==> config.mk <==
export PLATFORM = sky130hd
export DESIGN_NAME = fetch_sequencer
export DESIGN_NICKNAME = d
export VERILOG_FILES = /design/src/rtl/fetch_seq_pkg.sv /design/src/rtl/sat_counter16.sv /design/src/rtl/fetch_sequencer.sv
export SDC_FILE = /design/constraint.sdc
export NUM_CORES = 1
export LEC_CHECK = 0
export BUFFER_PORTS_ARGS = -buffer_cell sky130_fd_sc_hd__buf_4
export CELL_PAD_IN_SITES_DETAIL_PLACEMENT = 0
export CELL_PAD_IN_SITES_GLOBAL_PLACEMENT = 2
export CORE_MARGIN = 1.5
export CORE_UTILIZATION = 33
export DETAILED_ROUTE_END_ITERATION = 16
export PLACE_DENSITY_LB_ADDON = 0.1
export SYNTH_ARGS = -nofsm -noshare
export SYNTH_HDL_FRONTEND = slang
export SYNTH_SLANG_ARGS = --single-unit
==> constraint.sdc <==
create_clock -name clk -period 3.2 [get_ports clk]
set_clock_uncertainty 0.1 [all_clocks]
set_input_delay 0.64 -clock clk [delete_from_list [all_inputs] [get_ports clk]]
set_output_delay 0.64 -clock clk [all_outputs]
set_load 0.005 [all_outputs]
==> src/rtl/fetch_seq_pkg.sv <==
// Shared types and constants for the fetch-stage sequencer.
package fetch_seq_pkg;

    localparam int unsigned ADDR_W = 16;

    // All-zero instruction word (NOP); also the post-reset redirect address.
    localparam logic [ADDR_W-1:0] ZERO_INSTR = '0;

    typedef enum logic [1:0] {
        ST_RUN   = 2'd0,
        ST_STALL = 2'd1,
        ST_FLUSH = 2'd2,
        ST_HALT  = 2'd3
    } fs_state_e;

endpackage : fetch_seq_pkg

==> src/rtl/sat_counter16.sv <==
// 16-bit saturating event counter with synchronous clear.
module sat_counter16 (
    input  logic        clk,
    input  logic        clr_i,
    input  logic        inc_i,
    output logic [15:0] count_o
);

    localparam logic [15:0] SAT_MAX = 16'hFFFF;

    logic [15:0] count_q;
    logic [15:0] count_d;

    // Next count: hold at the ceiling instead of wrapping.
    always_comb begin
        count_d = count_q;
        if (inc_i && (count_q != SAT_MAX)) begin
            count_d = count_q + 16'd1;
        end
    end

    // Count register, cleared synchronously.
    always_ff @(posedge clk) begin
        if (clr_i) begin
            count_q <= '0;
        end else begin
            count_q <= count_d;
        end
    end

    assign count_o = count_q;

endmodule : sat_counter16

==> src/rtl/fetch_sequencer.sv <==
// Fetch-stage controller: turns redirects, load-use hazards and halt/resume
// into PC-mux, stall and flush controls for the program-memory stage.
module fetch_sequencer
    import fetch_seq_pkg::*;
#(
    parameter int unsigned STALL_CYCLES = 1,
    parameter int unsigned FLUSH_CYCLES = 2,
    parameter int unsigned CNT_W        = 4
) (
    input  logic              clk,
    input  logic              reset,
    input  logic              branch_req,
    input  logic [ADDR_W-1:0] branch_target,
    input  logic              load_use,
    input  logic              halt_req,
    input  logic              resume,
    output logic              pc_mux_sel,
    output logic [ADDR_W-1:0] jump_loc,
    output logic              stall,
    output logic              stall_pm,
    output logic              flush,
    output logic              fetch_valid,
    output logic [1:0]        fsm_state,
    output logic [15:0]       redirect_count,
    output logic [15:0]       stall_count
);

    localparam logic [CNT_W-1:0] CNT_ONE    = CNT_W'(1);
    localparam logic [CNT_W-1:0] STALL_LOAD = CNT_W'(STALL_CYCLES - 1);
    localparam logic [CNT_W-1:0] FLUSH_LOAD = CNT_W'(FLUSH_CYCLES - 1);

    fs_state_e         state_q, state_d;
    logic [CNT_W-1:0]  cnt_q, cnt_d;
    logic [ADDR_W-1:0] last_target_q, last_target_d;
    logic              redirect_inc;

    // Next-state and same-cycle (Mealy) fetch controls.
    always_comb begin
        state_d       = state_q;
        cnt_d         = cnt_q;
        last_target_d = last_target_q;
        redirect_inc  = 1'b0;
        pc_mux_sel    = 1'b0;
        stall         = 1'b0;
        stall_pm      = 1'b0;
        flush         = 1'b0;
        fetch_valid   = 1'b0;

        unique case (state_q)
            ST_RUN, ST_STALL: begin
                if (branch_req) begin
                    // Redirect: steer the PC now and squash wrong-path slots.
                    pc_mux_sel    = 1'b1;
                    flush         = 1'b1;
                    last_target_d = branch_target;
                    redirect_inc  = 1'b1;
                    if (FLUSH_CYCLES > 1) begin
                        cnt_d   = FLUSH_LOAD;
                        state_d = ST_FLUSH;
                    end else begin
                        state_d = ST_RUN;
                    end
                end else if (state_q == ST_STALL) begin
                    stall    = 1'b1;
                    stall_pm = 1'b1;
                    if (cnt_q == CNT_ONE) begin
                        state_d = ST_RUN;
                    end else begin
                        cnt_d = cnt_q - CNT_ONE;
                    end
                end else if (halt_req) begin
                    stall    = 1'b1;
                    stall_pm = 1'b1;
                    state_d  = ST_HALT;
                end else if (load_use) begin
                    stall    = 1'b1;
                    stall_pm = 1'b1;
                    if (STALL_CYCLES > 1) begin
                        cnt_d   = STALL_LOAD;
                        state_d = ST_STALL;
                    end
                end else begin
                    fetch_valid = 1'b1;
                end
            end
            ST_FLUSH: begin
                // Requests here come from wrong-path instructions.
                flush = 1'b1;
                if (cnt_q == CNT_ONE) begin
                    state_d = ST_RUN;
                end else begin
                    cnt_d = cnt_q - CNT_ONE;
                end
            end
            ST_HALT: begin
                // Stay stalled through the resume cycle itself.
                stall    = 1'b1;
                stall_pm = 1'b1;
                if (resume) begin
                    state_d = ST_RUN;
                end
            end
            default: begin
                state_d = ST_RUN;
            end
        endcase

        if (reset) begin
            pc_mux_sel   = 1'b0;
            stall        = 1'b0;
            stall_pm     = 1'b0;
            flush        = 1'b1;
            fetch_valid  = 1'b0;
            redirect_inc = 1'b0;
        end

        jump_loc = pc_mux_sel ? branch_target : last_target_q;
    end

    // Sequencer state, down-counter and last redirect address.
    always_ff @(posedge clk) begin
        if (reset) begin
            state_q       <= ST_RUN;
            cnt_q         <= '0;
            last_target_q <= ZERO_INSTR;
        end else begin
            state_q       <= state_d;
            cnt_q         <= cnt_d;
            last_target_q <= last_target_d;
        end
    end

    assign fsm_state = 2'(state_q);

    sat_counter16 u_redirect_cnt (
        .clk     (clk),
        .clr_i   (reset),
        .inc_i   (redirect_inc),
        .count_o (redirect_count)
    );

    sat_counter16 u_stall_cnt (
        .clk     (clk),
        .clr_i   (reset),
        .inc_i   (stall),
        .count_o (stall_count)
    );

endmodule : fetch_sequencer

==> impl_results.md, run 1 <==
- Power Dens Cells: 419 mW/mm^2
- Residual DRC: 0
- TNS Setup: 0 ps
- Die width: about 96 um
- Worst Hold Class: flop to flop
- H-tree depth: 2
- FMAX: 0.379 GHz
- Post-Synthesis Cells: 338
- DIE HEIGHT: 96.2 um
- Outcome: complete, no violations
- DRT iter0 DRCs: between 80 and 90
- Final min period: 2640 ps
- Critical path cell sequence: buf_4 > nor3b_2 > buf_4 > mux2_2 > buf_4
- DR pass1 iterations: 6
- ANT nets after route: 0
- Slew Viols, Final: 0
- Area Growth Syn to Fin: 27.2%
- Crit path arrival time: 1900 ps
- Final Hold Fails: 0
- Core area: between 0.008 and 0.009 sq mm
- Pwr Total: around 1.5 mW
- Via density: 5.33
- Final Core Density: 43.9%
- Slew @ Worst Pin: 806 ps
- Count of different cell masters after synthesis: 49
- Commonest non-fill, non-tap cells in the layout: 83 x buf_4, 54 x dfxtp_1, 47 x nand2_1
- Unrepaired setup endpoints after global routing: false
- Post-synth net total: 364
- Antenna diodes: 0
- Synthesis Warnings: 0
- Grt ovf: 0
- Clock Latency Late Sink: 320 ps
- DR WL/cell: 14.8 um
- First-pass GRT wire length: 12,200 um
- Netlist Area Pre-Place: ~0.0029 sq mm
- Clock Pin Slew Worst Setup and Hold Paths: 110 ps
- Leak Pwr: 1.37 nW
- Crit end category: output pin
- Setup slack on the worst flop-to-flop path: 990 ps
- Syn Area/Cell: ~8.5 sq um
- GR Util All Layers: 16.9%
- FP Rows: 33
- CTS tree: built
- Clk root buf: clkbuf_8
- WS Path Type: flop to output pin
- Final wirelength: 7570 um
- Asr flop ratio synth: 0%
- Crit-path max FO: 18
- Max Buffers Root-to-Sink: 2
- Critical Path Most Common Cell: buf_4
- Vias in the first global route: 2,508
- Placer Congestion: approximately 0.75
- I/O Pins: 77
- Data required time of the worst path: 2460 ps
- CTS buffer count: 5
- PostCTS Resize Cnt: 0
- Clk sinks: 54
- Starting density of the core: 34.5%
- Slowest CP cell: mux2_2
- Layout cells sized above 1: 28.5%
- Multi-input gate area: 0.00163 sq mm
- Most common cell after layout, fill and taps aside: buf_4
- Max-slew headroom: around 46%
- CP Buf/Inv Count: 3
- Startpoint Class: flop
- Nets: 432
- Register area: 0.00108 sq mm
- DP HPWL: 5240 um
- Sequential area share after synthesis: 37.7%
- Initial antenna violation count: 0
- Crit path max-delay family: buffers and inverters
- Final setup fails: 0
- Tcrit/Tclk final: 82.4%
- Worst VDD drop: between 0.0002 and 0.0003 V
- Post-CTS Setup Inserts: 0
- Via count: 2,731
- Main synth FF type: dfxtp_1
- Die ar.: 0.00925 sq mm
- Max-cap viol count: 0
- Post-synthesis register bit count: 54
- Crit path largest cell delay: around 370 ps
- EDFF count, synth: 0
- Largest net degree at the start of global routing: 40
- Fillers: 854
- PortBufs: 76
- CTS Hold Bufs: 0
## tightest hold or removal path, cell delays in order (launching register included)
cell and delay, ps:
dfxtp_1 320, nand2_1 50, a21oi_1 50
## worst paths after layout
path,end,cells past startpoint,start
min reg2reg,last_target_q[11]$_SDFFE_PP0P_,2,last_target_q[11]$_SDFFE_PP0P_
min,last_target_q[11]$_SDFFE_PP0P_,2,last_target_q[11]$_SDFFE_PP0P_
max,jump_loc[9],5,fsm_state[1]$_SDFFE_PP0P_
max reg2reg,u_stall_cnt.count_o[10]$_SDFFE_PP0P_,5,u_stall_cnt.count_o[0]$_SDFFE_PP0P_
## metrics by stage
step | cell area (sq um) | setup WS, ps | instances | hold WS [ps]
global route | 3640 | 451 | 512 | 381
detailed placement | 3500 | 605 | 504 | 348
global placement | 3500 | 602 | 504 | 342
floorplan | 2860 | 575 | 338 | 334
finish | 3640 | 562 | 512 | 359
CTS | 3640 | 520 | 512 | 364
## layer usage
| layer | routed length (um) | part of all wire (%) | global-route usage [%] | up-vias |
|---|---|---|---|---|
| met3 | 275 | 3.6 | 3.16 | 8 |
| li1 | - | - | - | 1406 |
| met1 | 3620 | 48 | 21.8 | 1279 |
| met4 | 88 | 1.2 | 5.15 | 0 |
| met5 | 0 | 0 | 0 | - |
| met2 | 3590 | 47 | 28.5 | 38 |
## sequential cells by signal (all words and copies together) (netlist names)
register,count
cnt_q,4
fsm_state,2
last_target_q,16
u_redirect_cnt.count_o,16
u_stall_cnt.count_o,16
## cell type report
type | instances | share of cell area [%]
flip-flops and latches | 54 | 29.7
multi-input cells | 252 | 44.8
repair buffers | 83 | 17.1
inverters | 10 | 1.03
clock inverters | 3 | 1.89
clock buffers | 5 | 1.89
well taps | 105 | 3.61
## Yosys cell counts, types with 9 or more instances
master / count / area, sq um
dfxtp_1: 54 / 1080
inv_1: 10 / 37.5
or4_1: 15 / 113
o31ai_1: 13 / 97.6
nand4_1: 10 / 62.6
a21oi_1: 41 / 205
o21ai_0: 9 / 45.0
nand3_1: 14 / 70.1
nor2_1: 12 / 45.0
mux2_2: 17 / 191
nand2_1: 47 / 176
clkbuf_1: 10 / 37.5
## power breakdown
group,internal (mW),switching [mW]
clock network,0.314,0.247
logic,0.122,0.120
registers,0.700,0.0261
total,1.14,0.393
## kinds of logic (layout without fill, tap and decap cells)
| group | after synthesis | in the layout | synth area share, % |
|---|---|---|---|
| AOI/OAI and AO/OA | 91 | 91 | 20.7 |
| xor gates and xnor gates | 3 | 3 | 0.918 |
| adders and majority gates | 4 | 4 | 1.75 |
| buffers and inverters | 32 | 101 | 5.46 |
| DFF | 54 | 54 | 37.7 |
| muxes | 19 | 19 | 7.43 |
| and+or+nand+nor | 135 | 135 | 26.0 |
Note: power is estimated with default switching activity, not from simulation.
==> run 2: changes to the inputs <==
--- a/config.mk
+++ b/config.mk
@@ -5,11 +5,12 @@
 export SDC_FILE = /design/constraint.sdc
 export NUM_CORES = 1
 export LEC_CHECK = 0
+export ABC_AREA = 1
 export BUFFER_PORTS_ARGS = -buffer_cell sky130_fd_sc_hd__buf_4
 export CELL_PAD_IN_SITES_DETAIL_PLACEMENT = 0
 export CELL_PAD_IN_SITES_GLOBAL_PLACEMENT = 2
 export CORE_MARGIN = 1.5
-export CORE_UTILIZATION = 33
+export CORE_UTILIZATION = 28
 export DETAILED_ROUTE_END_ITERATION = 16
 export PLACE_DENSITY_LB_ADDON = 0.1
 export SYNTH_ARGS = -nofsm -noshare
==> constraint.sdc (replaced) <==
create_clock -name clk -period 2.6 [get_ports clk]
set_clock_uncertainty 0.1 [all_clocks]
set_input_delay 0.52 -clock clk [delete_from_list [all_inputs] [get_ports clk]]
set_output_delay 0.52 -clock clk [all_outputs]
set_load 0.005 [all_outputs]
==> run 2 against run 1 <==
Compared with the run above: final area rose by 3.7%; core utilization fell by 7.3 points; worst hold slack got worse by 36 ps; synthesized cell count rose by 29%; final cell count rose by 26%; first-iteration DRC count fell by 2.3%; wire length rose by 3.8%; critical path depth rose by 1; worst setup slack got worse by 220 ps; critical endpoint is now jump_loc[7]; highest routed layer unchanged.
==> impl_results.md, run 2 <==
- Grt ovf: 0 (unchanged)
- Post-synth top area cell: dfxtp_1
- First-pass GRT wire length: 13,200 um (+8.8%)
- Critical path cell sequence: nor2_4 > nand2_4 > inv_4 > nand2_1 > o21ai_1 > buf_4
- Post-synth net total: 463 (+27%)
- Final setup fails: 0 (unchanged)
- FP Rows: 37 (+12%)
- Die width: 106 um (+10%)
- Post-Synthesis Cells: 437 (+29%)
- Dpl cells: 638 (+27%)
- Die ar.: 0.0113 sq mm (+22%)
- Syn Area/Cell: 6.81 sq um (-20%)
- Antenna diodes: 0 (unchanged)
- Crit path arrival time: 1630 ps (-270 ps)
- CTS tree: built
- Max Buffers Root-to-Sink: 2 (unchanged)
- Crit end category: output pin
- DP HPWL: 5680 um (+8.4%)
- DIE HEIGHT: 106 um (+10%)
- Final Hold Fails: 0 (unchanged)
- Clk root buf: clkbuf_8
- Residual DRC: 0 (unchanged)
- Max-cap viol count: 0 (unchanged)
- Power Dens Cells: 469 mW/mm^2 (+12%)
- Slowest CP cell: dfxtp_1
- Max-slew headroom: 62.3% (+16 points)
- Post-CTS Setup Inserts: 0 (unchanged)
- Hold_ws: 323 ps (-36.1 ps)
- Pwr Total: 1.77 mW (+16%)
- Slew Viols, Final: 0 (unchanged)
- DR WL/cell: 12.2 um (-18%)
- Final min period: about 2300 ps
- EDFF count, synth: 0 (unchanged)
- Vias in the first global route: 2,755 (+9.8%)
- Slew @ Worst Pin: 565 ps (-241 ps)
- DR pass1 iterations: 4 (-2)
- Netlist Area Pre-Place: 0.00298 sq mm (+4.0%)
- Sequential area share after synthesis: 36.3% (-1.4 points)
- TNS Setup: 0 ps (unchanged)
- I/O Pins: 77 (unchanged)
- Placer Congestion: 0.733 (-1.7%)
- Tcrit/Tclk final: 86.7%
- Worst Hold Class: primary input to flop
- Area Growth Syn to Fin: 26.8%
- DRT iter0 DRCs: 86 (-2.3%)
- Count of different cell masters after synthesis: 29 (-41%)
- Commonest non-fill, non-tap cells in the layout: 116 x nand2_1, 80 x buf_4, 54 x nor2_1, 54 x dfxtp_1, 45 x inv_1
- Starting density of the core: 28.8% (-5.7 points)
- ANT nets after route: 0 (unchanged)
- Initial antenna violation count: 0 (unchanged)
- Via count: 2,936 (+7.5%)
- Unrepaired setup endpoints after global routing: false
- Synth cell count leaders: 116 x nand2_1, 54 x dfxtp_1, 54 x nor2_1
- Crit-path max FO: 34 (+16)
- Top cell type's share of synthesized area: 36.3% (-1.4 points)
- Nets: 535 (+24%)
- Asr flop ratio synth: 0% (unchanged)
- WS Path Type: flop to output pin
- PortBufs: 76 (unchanged)
- Post-synthesis register bit count: 54 (unchanged)
- Final wirelength: 7860 um (+3.8%)
- Main synth FF type: dfxtp_1
- Placed instance area: 0.00367 sq mm (+4.7%)
- Leak Pwr: 1.54 nW (+12%)
- Worst VDD drop: 0.000224 V (-24%)
- Core area: 0.0103 sq mm (+24%)
- CTS buffer count: 5 (unchanged)
- Clock Pin Slew Worst Setup and Hold Paths: 100 ps (about the same)
- H-tree depth: 2 (unchanged)
- Final non-filler cell total: 646 (+26%)
- GR Util All Layers: 14.5% (-2.5 points)
- Clk sinks: 54 (unchanged)
- Synthesis Warnings: 0 (unchanged)
- Most common cell after layout, fill and taps aside: nand2_1
- Largest net degree at the start of global routing: 43 (+7.5%)
- Crit path largest cell delay: 430 ps (+60 ps)
- Clock Latency Late Sink: 310 ps (about the same)
- Top-count cell post-synth: nand2_1
- Outcome: complete, no violations
- Via density: 4.54 (-15%)
- Layout cells sized above 1: 23.5% (-5.0 points)
- FMAX: ~0.44 GHz
- Data required time of the worst path: 1980 ps (-480 ps)
- Leading post-synthesis cells by cell area: dfxtp_1 36%, nand2_1 15%, nor2_1 6.8%
- Startpoint Class: flop
- Fin area: 0.00378 sq mm (+3.7%)
==> run 2: through the flow <==
stage,util [%],setup slack [ps]
after floorplan,-,611
after global placement,35.5,262
after detailed placement,35.5,237
after CTS,36.6,124
after global routing,36.6,185
final,36.6,346
==> run 2: logic make-up (layout without fill, tap and decap cells) <==
kind of cell               count (synthesis)  after routing  synth area share (%)
buffers and inverters                     63            136                  8.74
adders and majority gates                  4              4                  1.68
and+or+nand+nor                          227            227                  33.9
AOI/OAI and AO/OA                         77             77                  15.9
xor gates and xnor gates                  12             12                  3.53
DFF                                       54             54                  36.3
==> run 2: path summary, 6_finish.rpt <==
check / slack (ps) / depth (start not counted) / startpoint / endpoint
worst max-delay path: 350 / 6 / fsm_state[1]$_SDFFE_PP0P_ / jump_loc[7]
worst min-delay path: 320 / 3 / branch_target[12] / last_target_q[12]$_SDFFE_PP0P_
worst max register to register: 610 / 7 / u_stall_cnt.count_o[0]$_SDFFE_PP0P_ / u_stall_cnt.count_o[7]$_SDFFE_PP0P_
worst min register to register: 370 / 2 / last_target_q[13]$_SDFFE_PP0P_ / last_target_q[13]$_SDFFE_PP0P_
==> run 2: power breakdown <==
part | total [mW] | internal, mW | switching [mW]
Combinational | 0.333 | 0.144 | 0.190
Clock | 0.538 | 0.245 | 0.293
Sequential | 0.898 | 0.867 | 0.0310
Total | 1.77 | 1.26 | 0.514
==> run 2: cell type report <==
class                   instances  area (sq um)
clock buffers                   7          96.3
well taps                     136           170
repair buffers                 80           601
flip-flops and latches         54          1080
inverters                      48           183
clock inverters                 1          8.76
multi-input cells             320          1640
fillers                      1150          6550
==> run 2: routing by layer <==
metal | GRT usage [%] | wire (um)
met1 | 18.6 | 3760
met2 | 25.1 | 3720
met4 | 3.76 | 73
met5 | 0 | 0
met3 | 2.39 | 308
==> run 2: worst max-delay path: cells and delay by family, from the launching register on <==
kind	cells	cell delay (ps)
DFF	1	430
and+or+nand+nor	3	390
AOI/OAI and AO/OA	1	120
buffers and inverters	2	380
==> run 2: what timing repair did <==
action                                  4_1_cts  5_1_grt
hold buffers                                  0        0
gates resized for setup                       0        2
endpoints found under the setup margin        0        3
==> run 3: changes to the inputs <==
--- a/config.mk
+++ b/config.mk
@@ -5,12 +5,13 @@
 export SDC_FILE = /design/constraint.sdc
 export NUM_CORES = 1
 export LEC_CHECK = 0
-export ABC_AREA = 1
+export ABC_AREA = 0
 export BUFFER_PORTS_ARGS = -buffer_cell sky130_fd_sc_hd__buf_4
+export CAP_MARGIN = 20
 export CELL_PAD_IN_SITES_DETAIL_PLACEMENT = 0
 export CELL_PAD_IN_SITES_GLOBAL_PLACEMENT = 2
 export CORE_MARGIN = 1.5
-export CORE_UTILIZATION = 28
+export CORE_UTILIZATION = 30
 export DETAILED_ROUTE_END_ITERATION = 16
 export PLACE_DENSITY_LB_ADDON = 0.1
 export SYNTH_ARGS = -nofsm -noshare
==> run 3 against run 2 <==
Compared with the run above: core utilization grew 3.6 points; sequential power shrank 0.9%; first-iteration DRC count shrank 26%; largest cell class unchanged; critical path type unchanged.
==> impl_results.md, run 3 (synthesis gave the netlist of run 1 again) <==
- DRT iter0 DRCs: 64 (-26%)
- FP Rows: 35 (-5.4%)
- Crit path arrival time: 1720 ps (+90 ps)
- Dpl cells: 533 (-16%)
- Unrepaired setup endpoints after global routing: false
- Vias in the first global route: 2,536 (-7.9%)
- DR pass1 iterations: 6 (+2)
- I/O Pins: 77 (unchanged)
- Sw Share: 25.5% (-3.6 points)
- Starting density of the core: 31.0% (+2.2 points)
- DIE HEIGHT: 101 um (-5.1%)
- Startpoint Class: flop
- DP HPWL: 5520 um (-2.8%)
- Slew @ Worst Pin: 546 ps (-18.7 ps)
- Final Hold Fails: 0 (unchanged)
- Die width: 101 um (-5.1%)
- Clock Pin Slew Worst Setup and Hold Paths: 110 ps (about the same)
- ANT nets after route: 0 (unchanged)
- Combinational power share: 16.6% (-2.2 points)
- Antenna diodes: 0 (unchanged)
- DR WL/cell: 14.5 um (+19%)
- Initial antenna violation count: 0 (unchanged)
- Leak Pwr: 1.39 nW (-9.3%)
- Crit-path max FO: 27 (-21%)
- Pwr Total: 1.89 mW (+6.7%)
- Die ar.: 0.0101 sq mm (-10%)
- Largest net degree at the start of global routing: 28 (-35%)
- Worst VDD drop: 0.000212 V (-5.2%)
- Final setup fails: 0 (unchanged)
- Metal-1 WL: 3640 um (-3.2%)
- Clk root buf: clkbuf_8
- Clk pwr share: 36.2% (+5.8 points)
- Most common cell after layout, fill and taps aside: buf_4
- P_int: 1.41 mW (+12%)
- Worst Hold Class: primary input to flop
- Sequential Power Share: 47.2% (-3.6 points)
- Grt ovf: 0 (unchanged)
- Via density: 5.15 (+13%)
- Final wirelength: 7820 um (-0.50%)
- Core area: 0.00924 sq mm (-10%)
- Data required time of the worst path: 1980 ps (about the same)
- Net Sw Power: 481 uW (-6.4%)
- Nets: 437 (-18%)
- FMAX: 0.427 GHz (-3.8%)
- TNS Setup: 0 ps (unchanged)
- Via count: 2,785 (-5.1%)
- Max-cap viol count: 0 (unchanged)
- Hold_ws: 350 ps (+27.0 ps)
- Residual DRC: 0 (unchanged)
- Final setup margin: 256 ps (-90.2 ps)
- Outcome: complete, no violations
- Final Core Density: 40.1% (+3.6 points)
- Max Buffers Root-to-Sink: 2 (unchanged)
- Final min period: 2340 ps (+90.2 ps)
- Power Dens Cells: 509 mW/mm^2 (+8.6%)
- Commonest non-fill, non-tap cells in the layout: 88 x buf_4, 54 x dfxtp_1, 47 x nand2_1
- First-pass GRT wire length: 12,500 um (-5.4%)
- CTS tree: built
- Layout cells sized above 1: 29.4% (+5.8 points)
- PostCTS Resize Cnt: 0 (unchanged)
- Final non-filler cell total: 541 (-16%)
- Placed instance area: 0.00357 sq mm (-2.6%)
- H-tree depth: 2 (unchanged)
- Highest routed metal layer: met4
- Clock Latency Late Sink: 320 ps (about the same)
- Tcrit/Tclk final: 90.2% (+3.5 points)
- CTS Hold Bufs: 0 (unchanged)
- Max-slew headroom: 63.5% (+1.2 points)
- WS Path Type: flop to output pin
- Dpl ws: 317 ps (+79.7 ps)
- Fin area: 0.00371 sq mm (-1.8%)
- Area Growth Syn to Fin: 29.5%
- Slew Viols, Final: 0 (unchanged)
- PortBufs: 76 (unchanged)
- Met3 routed WL: 284 um (-7.8%)
- CTS buffer count: 5 (unchanged)
- Placer Congestion: 0.717 (-2.2%)
- Crit end category: output pin
- Post-CTS Setup Inserts: 0 (unchanged)
- Met2 Wirelength: 3820 um (+2.7%)
- Clk sinks: 54 (unchanged)
- GR Util All Layers: 15.4% (+0.91 points)
-- run 3: worst paths after layout --
| path | startpoint | endpoint | slack [ps] | depth (start not counted) |
|---|---|---|---|---|
| worst max register to register | u_stall_cnt.count_o[1]$_SDFFE_PP0P_ | u_stall_cnt.count_o[10]$_SDFFE_PP0P_ | 420 | 5 |
| worst min-delay path | branch_target[10] | last_target_q[10]$_SDFFE_PP0P_ | 350 | 3 |
| worst max-delay path | fsm_state[1]$_SDFFE_PP0P_ | stall_pm | 260 | 4 |
| worst min register to register | last_target_q[8]$_SDFFE_PP0P_ | last_target_q[8]$_SDFFE_PP0P_ | 360 | 2 |
-- run 3: routing by layer --
layer  up-vias  global-route usage, %
li1       1418                      -
met1      1305                   20.8
met2        54                   25.4
met3         8                   2.64
met4         0                   4.23
met5         -                      0
-- run 3: power by group through the flow --
stage	combinational, mW	sequential, mW	clock [mW]
CTS	0.319	0.891	0.712
finish	0.313	0.890	0.684
global route	0.351	0.897	0.741
global placement	0.317	0.910	0
floorplan	0.191	0.905	0
detailed placement	0.318	0.910	0
-- run 3: area by class of cell --
cell class                      count  area [sq um]
Multi-Input combinational cell    252          1630
Clock buffer                        5          68.8
Timing Repair Buffer               88           661
Fill cell                         953          5530
Inverter                           10          37.5
Tap cell                          129           161
Clock inverter                      3          68.8
Sequential cell                    54          1080
-- run 3: worst max-delay path, cell delays in order (launching register included) --
cell      delay [ps]
dfxtp_1          400
o21bai_1         210
a211o_4          460
inv_1            200
buf_4            140
